File: src/rtl/mdu_pkg.sv
// Shared definitions for the iterative 16-bit multiply/divide unit.
// Latency: n/a (types and constants only).
// Backpressure: n/a.
package mdu_pkg;

  localparam int WIDTH  = 16;  // operand / result width
  localparam int ADDR_W = 3;   // register-file address width
  localparam int ITER   = 16;  // iterations per operation (= WIDTH)

  // Operation encodings; op[1] distinguishes the divide class.
  localparam logic [1:0] OP_MUL  = 2'b00;  // low half of product
  localparam logic [1:0] OP_MULH = 2'b01;  // high half of product
  localparam logic [1:0] OP_DIV  = 2'b10;  // quotient
  localparam logic [1:0] OP_REM  = 2'b11;  // remainder

  typedef enum logic [1:0] {
    IDLE = 2'd0,
    RUN  = 2'd1,
    WB   = 2'd2
  } state_t;

  function automatic logic op_is_div(input logic [1:0] op);
    return op[1];
  endfunction

endpackage

File: src/rtl/mdu_step_16_bit.sv
// One combinational iteration of shift-add multiply or restoring divide.
// Latency: 0 cycles (pure combinational).
// Backpressure: none; evaluated every cycle, the caller decides when to use it.
//
// Ports:
//   is_div   - 1: restoring-divide step, 0: shift-add multiply step
//   acc      - 2*WIDTH accumulator ({product} or {remainder, quotient})
//   operand  - multiplicand (MUL) or divisor (DIV)
//   in_bit   - current multiplier bit (MUL) or next dividend bit, MSB first (DIV)
//   acc_next - accumulator after this step
//   q_bit    - quotient bit produced by this step (0 for multiply)
module mdu_step_16_bit #(
  parameter int WIDTH = mdu_pkg::WIDTH
) (
  input  logic               is_div,
  input  logic [2*WIDTH-1:0] acc,
  input  logic [WIDTH-1:0]   operand,
  input  logic               in_bit,
  output logic [2*WIDTH-1:0] acc_next,
  output logic               q_bit
);

  logic [WIDTH:0]   mul_sum;    // high half plus multiplicand, with carry
  logic [WIDTH:0]   rem_shift;  // remainder shifted left with next dividend bit
  logic [WIDTH-1:0] rem_sub;    // rem_shift - divisor, only kept when it fits
  logic             rem_ge;

  always_comb begin
    mul_sum   = {1'b0, acc[2*WIDTH-1:WIDTH]} + (in_bit ? {1'b0, operand} : '0);
    rem_shift = {acc[2*WIDTH-1:WIDTH], in_bit};
    rem_ge    = (rem_shift >= {1'b0, operand});
    // The remainder stays below the divisor, so a successful subtract
    // always fits back into WIDTH bits.
    rem_sub   = WIDTH'(rem_shift - {1'b0, operand});
    q_bit     = is_div & rem_ge;

    if (is_div) begin
      // Low half collects quotient bits MSB first.
      acc_next = {(rem_ge ? rem_sub : rem_shift[WIDTH-1:0]), acc[WIDTH-2:0], q_bit};
    end else begin
      // Carry out of the add becomes the new MSB after the right shift.
      acc_next = {mul_sum, acc[WIDTH-1:1]};
    end
  end

endmodule

File: src/rtl/multiply_divide_unit_16_bit.sv
// Iterative unsigned multiply/divide unit returning its result on a register-file write port.
// Latency: fixed 18 cycles (start, 16 RUN iterations, one WB cycle), independent of operands.
// Backpressure: busy stalls the issuer; start while busy is dropped, nothing is queued.
//
// Ports:
//   clk, clr            - clock, async active-low reset
//   start/op            - request and operation (MUL, MULH, DIV, REM)
//   operand_a/b         - multiplicand/dividend and multiplier/divisor, latched at start
//   dest_addr           - destination register, latched at start
//   busy                - operation in flight
//   done, div_by_zero   - WB-cycle status
//   Write_En/Addr/Data  - register-file write port, active only in WB
module multiply_divide_unit_16_bit #(
  parameter int WIDTH  = mdu_pkg::WIDTH,
  parameter int ADDR_W = mdu_pkg::ADDR_W,
  parameter int ITER   = mdu_pkg::ITER
) (
  input  logic              clk,
  input  logic              clr,
  input  logic              start,
  input  logic [1:0]        op,
  input  logic [WIDTH-1:0]  operand_a,
  input  logic [WIDTH-1:0]  operand_b,
  input  logic [ADDR_W-1:0] dest_addr,
  output logic              busy,
  output logic              done,
  output logic              div_by_zero,
  output logic              Write_En,
  output logic [ADDR_W-1:0] Write_Addr,
  output logic [WIDTH-1:0]  Write_Data
);

  import mdu_pkg::*;

  localparam int CNT_W = $clog2(ITER);
  localparam logic [CNT_W-1:0] LAST = CNT_W'(ITER - 1);

  state_t             state;
  logic [CNT_W-1:0]   count;
  logic [1:0]         op_q;
  logic [WIDTH-1:0]   a_q;
  logic [WIDTH-1:0]   b_q;
  logic [ADDR_W-1:0]  dest_q;
  logic [2*WIDTH-1:0] acc;

  logic               is_div;
  logic               in_bit;
  logic [WIDTH-1:0]   step_operand;
  logic [2*WIDTH-1:0] acc_next;
  logic               q_bit_unused;

  // Multiply walks the multiplier LSB first; divide feeds dividend bits MSB first.
  always_comb begin
    is_div       = op_is_div(op_q);
    in_bit       = is_div ? a_q[LAST - count] : b_q[count];
    step_operand = is_div ? b_q : a_q;
  end

  mdu_step_16_bit #(.WIDTH(WIDTH)) u_step (
    .is_div   (is_div),
    .acc      (acc),
    .operand  (step_operand),
    .in_bit   (in_bit),
    .acc_next (acc_next),
    .q_bit    (q_bit_unused)
  );

  always_ff @(posedge clk or negedge clr) begin
    if (!clr) begin
      state  <= IDLE;
      count  <= '0;
      op_q   <= OP_MUL;
      a_q    <= '0;
      b_q    <= '0;
      dest_q <= '0;
      acc    <= '0;
    end else begin
      case (state)
        IDLE: begin
          if (start) begin
            op_q   <= op;
            a_q    <= operand_a;
            b_q    <= operand_b;
            dest_q <= dest_addr;
            acc    <= '0;
            count  <= '0;
            state  <= RUN;
          end
        end
        RUN: begin
          acc   <= acc_next;
          count <= count + CNT_W'(1);
          if (count == LAST) begin
            state <= WB;
          end
        end
        WB: begin
          state <= IDLE;
        end
        default: begin
          state <= IDLE;
        end
      endcase
    end
  end

  // Outputs decode registered state only, so nothing combinational reaches
  // the write port from start/op/operands.
  always_comb begin
    busy        = (state != IDLE);
    done        = 1'b0;
    Write_En    = 1'b0;
    Write_Addr  = '0;
    Write_Data  = '0;
    div_by_zero = 1'b0;
    if (state == WB) begin
      done        = 1'b1;
      Write_En    = 1'b1;
      Write_Addr  = dest_q;
      div_by_zero = is_div && (b_q == '0);
      // MUL/DIV read the low half (product low / quotient),
      // MULH/REM read the high half (product high / remainder).
      Write_Data  = op_q[0] ? acc[2*WIDTH-1:WIDTH] : acc[WIDTH-1:0];
    end
  end

endmodule

File: config.mk
export PLATFORM = sky130hd
export DESIGN_NAME = multiply_divide_unit_16_bit
export DESIGN_NICKNAME = d
export VERILOG_FILES = /design/src/rtl/mdu_pkg.sv /design/src/rtl/mdu_step_16_bit.sv /design/src/rtl/multiply_divide_unit_16_bit.sv
export SDC_FILE = /design/constraint.sdc
export NUM_CORES = 1
export LEC_CHECK = 0
export CORE_MARGIN = 3
export CORE_UTILIZATION = 37
export DETAILED_ROUTE_END_ITERATION = 6
export PLACE_DENSITY = 0.56
export SLEW_MARGIN = 20
export SYNTH_ARGS = -nofsm -noshare
export SYNTH_HDL_FRONTEND = slang
export SYNTH_SLANG_ARGS = --single-unit
File: constraint.sdc
create_clock -name clk -period 6.2 [get_ports clk]
set_clock_uncertainty 0.2 [all_clocks]
set_input_delay 0.62 -clock clk [delete_from_list [all_inputs] [get_ports clk]]
set_output_delay 0.62 -clock clk [all_outputs]
set_load 0.01 [all_outputs]
**Yosys cells after proc, flatten, opt, wreduce, memory -nomap -nowiden**

Cells that the tools add are included.

- Register bits: 75
- Output and inout bits: 23
- Word-level logic and storage cells: 49
- Input bits: 40

- Add/subtract/negate cells: 4
- $lt $le $gt $ge: 3
- Bitwise gates (word level): 1
- Mux-type cells: 21
- Equality and inequality tests: 5
- Reductions and logical operators: 8

Operators by type and width:

| cell | count |
|---|---|
| 2-to-1 mux 16 bit | 5 |
| 2-to-1 mux 32 bit | 2 |
| case mux 32 bit (2 select lines) | 1 |
| adder 16 x 16 -> 17 bit | 1 |
| greater-or-equal comparator 17 x 16 -> 1 bit | 1 |
| zero test 16 bit | 1 |
| subtractor 16 bit | 1 |
| < comparator 4 x 5 -> 1 bit (second input constant) | 2 |
| binary-select mux 1 bit (select 4 bit) | 2 |
| case mux 4 bit (2 select lines) | 1 |
| AND reduction 2 bit | 3 |
| 2-to-1 mux 1 bit | 5 |
| adder 4 x 1 -> 4 bit (second input constant) | 1 |
| equality test 4 bit (second input constant) | 1 |
| 2-to-1 mux 2 bit | 2 |
| 2-to-1 mux 4 bit | 1 |
| inequality test 2 bit (second input constant) | 2 |
| case mux 2 bit (2 select lines) | 1 |
| nonzero test 2 bit | 2 |
| subtractor 4 bit (first input constant) | 1 |
| 2-to-1 mux 3 bit | 1 |
| equality test 2 x 1 -> 1 bit (second input constant) | 1 |
| equality test 2 bit (second input constant) | 1 |
| zero test 2 bit | 1 |
| other kinds (2) | 2 |

**Depth between registers and ports, before layout**

- Word-level depth: 8
- Mapped depth: 18
- Depth with buffers taken out: 16

**Modules after synthesis**

A second synthesis with hierarchy kept.

- Cells, all modules: 730
- Area, all modules: 5,861.9 µm²

Modules (own cells, without submodules):

| module | times used | cells an instance | area an instance (µm²) | sequential area each (µm²) |
|---|---|---|---|---|
| multiply_divide_unit_16_bit | 1 | 432 | 3,724.8 | 1,876.8 |
| mdu_step_16_bit | 1 | 298 | 2,137.0 | 0.0 |

**Least setup slack after synthesis**

OpenSTA, ideal clock, no wires.

- Kind: register -> register
- From: register count[0]
- To: register acc[30]
- Clock period less this slack: 4.275 ns
- Arrival time: 3.947 ns
- Path slack: 1.925 ns
- Data required time: 5.872 ns
- Buffers on the path: 2
- Library setup time: 0.128 ns
- Cell stages (with the launch flop): 17
- Cells stage by stage: dfrtp_1 > buf_6 > mux4_1 > mux4_2 > mux2i_4 > buf_8 > ha_1 > inv_1 > fa_1 > a211oi_1 > o21ai_0 > a2111oi_2 > nor3_1 > nand3b_1 > o2111ai_1 > o211a_1 > o21ai_0

- Word-level cells in the longest chain between the ends: 8
- Elaborated cells on any way between the ends: 13
- Classes of those cells: add/sub (3); order compare (1); mux (9)

Ends and longest elaborated chain:

| item | RTL line | RTL |
|---|---|---|
| start, declared | multiply_divide_unit_16_bit.sv:39 | `logic [CNT_W-1:0] count;` |
| start signal, assigned | multiply_divide_unit_16_bit.sv:92 | `count <= count + CNT_W'(1);` |
| subtractor 4 bit | multiply_divide_unit_16_bit.sv:55 | `in_bit = is_div ? a_q[LAST - count] : b_q[count];` |
| binary-select mux 1 bit (select 4 bit) | multiply_divide_unit_16_bit.sv:55 |  |
| 2-to-1 mux 1 bit (implied by the code) | multiply_divide_unit_16_bit.sv:55 |  |
| 2-to-1 mux 1 bit (*) | multiply_divide_unit_16_bit.sv:55 |  |
| 2-to-1 mux 16 bit (tied with other cells) | mdu_step_16_bit.sv:29 | `mul_sum = {1'b0, acc[2*WIDTH-1:WIDTH]} + (in_bit ? {1'b0, operand} : '0);` |
| adder 16 x 16 -> 17 bit or 2-to-1 mux 16 bit (tied branches) | mdu_step_16_bit.sv:29, mdu_step_16_bit.sv:39 |  |
| 2-to-1 mux 32 bit (*) | mdu_step_16_bit.sv:37 | `if (is_div) begin` |
| case mux 32 bit (2 select lines) (*) | multiply_divide_unit_16_bit.sv:78 | `case (state)` |
| end signal, assigned | multiply_divide_unit_16_bit.sv:91 | `acc <= acc_next;` |
| end, declared | multiply_divide_unit_16_bit.sv:44 | `logic [2*WIDTH-1:0] acc;` |

Mark *: on every way between the ends. The rest lies on a longest branch, timed or not. The select of a mux whose other input is x is not followed.
A chain may end at the register's enable or synchronous reset.

**Final worst setup path**

Same ends and word-level chain as after synthesis.

==> impl_metrics.ini <==
[status]
status = completed

[synthesis]
netlist.area_leader.share = 0.339
ys_ff_latch = 75
syn_area_um2 = 5530
syn-instance-count = 553
synthAdderAreaFrac = 0.0864
synth_top_family_by_area = multiplexers
avgSynthCellArea_um2 = 10.0
synth_ff_type = dfrtp_1
yosysSeqAreaShare = 0.339
synth.area.top_cells = dfrtp_1 (34%), mux2i_1 (11%), ha_1 (7.9%), mux2_2 (7.7%), o21ai_0 (4.3%)
syn-num-nets = 630
muxShareOfSynthArea = 0.234
synth-compound-area-share = 0.142
yosys.cell_types.count = 59
yosysTopAreaCell = dfrtp_1
yosys_warnings = 0
synth-edff-count = 0
async_reset_ff_frac = 1.00
synthXorXnorAreaFrac = 0.0364
yosys.area_share.simple = 0.131

[placement]
port_buffers = 62
dpl.hpwl_mm = 11.3
dp_slack_ps = 1180
dp.cells = 776
gp_congestion = 0.935

[clock_tree]
post-cts-setup-buffers = 0
cts_resized = 0
ctsHoldBuffers = 0
cts.sinks = 75
cts_buffer_depth = 2
cts_tree = built
cts_made_buffers = 9
cts_root_buffer = clkbuf_16
cts_htree_levels = 3
worstSkewPairLatency_ps = 350
clkTransAtPathRegs_ps = 60

[setup_path]
slowest_stage = mux4_1
crit_top_cell = o21ai_0
critPathMaxStageDelay_ps = 640
worstPathMaxFanout = 18
cp-end-kind = flop
required_ps = 6220
crit_chain = mux4_1, mux4_2, mux2i_4, ha_1, inv_1, fa_1, a211oi_1, o21ai_0, a2111oi_2, nor3_1, nand3b_1, o2111ai_1, o211a_1, o21ai_0
crit_type = flop to flop
cp-start-kind = flop
cp.arrival_ps = 5090

[route]
ant_nets = 0
wirelength_mm = 14.8
drc = 0
vias = 4442
avgRoutedWirePerCell_um = 18.6
drt_first_pass_iters = 5
routed_via_density = 5.61
drt_iter0_markers = 264

[die]
die_height_um = 128
start_util = 0.379
ios = 63
core_um2 = 14600
rows = 44
die_w_um = 128
die_area_um2 = 16500

[timing]
fmax_ghz = 0.197
setup_viol = 0
fin_crit_ps = 5070
max-slew-margin-rel = 0.300
finalHoldViolations = 0
slew_viol_final = 0
finalCritPeriodShare = 0.818
worst_pin_slew_ps = 1050
rsz0062_at_grt = false
timing.hold.ws_ps = 210
setup_tns_ps = 0
worst_slack_ps = 1130

[job]
cap_violations = 0

[cells_and_area]
diodes = 0
final_cell_mix = dfrtp_1 (74), clkdlybuf4s50_1 (61), mux2i_1 (59), o21ai_0 (47)
fin_cells = 792
fin_nets = 680
synthToLayoutAreaGrowth_pct = 19.1
drive_gt1_frac = 0.125
final_common_cell = dfrtp_1
regArea_um2 = 1880
multi_input_comb_area_um2 = 3500
fillers = 1373

[grt]
grt_pass1_vias = 4502
grt_start_max_net_pins = 76
overflow = 0
grt_pass1_wl_mm = 24.0
grtUsageTotal = 0.187
antenna_found_initial = 0

[min_path]
hp-class = input pin to asynchronous set/reset pin
through the flow:
step                instance area [um2]   util
global placement                   6290  0.431
detailed placement                 6290  0.431
floorplan                          5530      -
finish                             6590  0.452
CTS                                6590  0.452
global route                       6590  0.452
sequential cells by signal (all words and copies together) (netlist names):
name and cells:
count 4, a_q 16, b_q 16, dest_q 3, acc 32, op_q 2, state 2
cell usage after synthesis (5+ instances only):
master,count
a21o_1,6
o221ai_1,5
inv_1,10
o21a_1,5
o21ai_0,47
mux2i_1,59
a21oi_1,17
xor2_1,7
xnor2_1,16
mux4_1,8
and2_1,5
mux2_2,38
a22oi_1,7
nor2_2,9
nand2b_1,13
a211oi_1,7
nand2_1,42
dfrtp_1,75
ha_1,35
clkbuf_1,15
nand3_1,7
nor3_1,7
nor2_1,43
o211ai_1,7
layer usage:
layer / GRT usage / up-vias / part of all wire
li1: - / 2135 / -
met1: 0.238 / 2150 / 0.44
met2: 0.307 / 130 / 0.48
met3: 0.0417 / 27 / 0.050
met4: 0.0749 / 0 / 0.028
met5: 0 / - / 0
cells by family after synthesis:
group | count (synthesis)
buffers and inverters | 36
multiplexers | 108
AO/OA/AOI/OAI | 123
adder cells (fa/ha/maj) | 37
XOR/XNOR | 23
AND/OR/NAND/NOR | 151
flip-flops | 75
worst paths after layout:
check	startpoint	endpoint	slack, ps	cells after the start
max in group asynchronous	clr	op_q[1]$_DFFE_PN0P_	4890	1
worst min register to register	dest_q[0]$_DFFE_PN0P_	dest_q[0]$_DFFE_PN0P_	300	1
min in group clk	dest_q[0]$_DFFE_PN0P_	dest_q[0]$_DFFE_PN0P_	300	1
worst min-delay path	clr	b_q[11]$_DFFE_PN0P_	210	1
worst max register to register	count[0]$_DFFE_PN0P_	acc[30]$_DFFE_PN0P_	1130	14
worst max-delay path	count[0]$_DFFE_PN0P_	acc[30]$_DFFE_PN0P_	1130	14
layout make-up:
class	instances	area share
clock buffers	10	0.0348
clock inverters	6	0.0110
inverters	11	0.00627
multi-input cells	442	0.532
flip-flops and latches	75	0.285
well taps	184	0.0349
repair buffers	64	0.0961
critical path, delay by kind of cell, from the launching register on:
kind	cells	cell delay, ps
buf+inv	1	50
fa+ha+maj	2	680
mux	3	1760
flops	1	630
simple gates	2	290
compound gates	6	1330
Power is not shown: default switching activity piles up to over one toggle a cycle in this logic, so the estimate is an artifact.
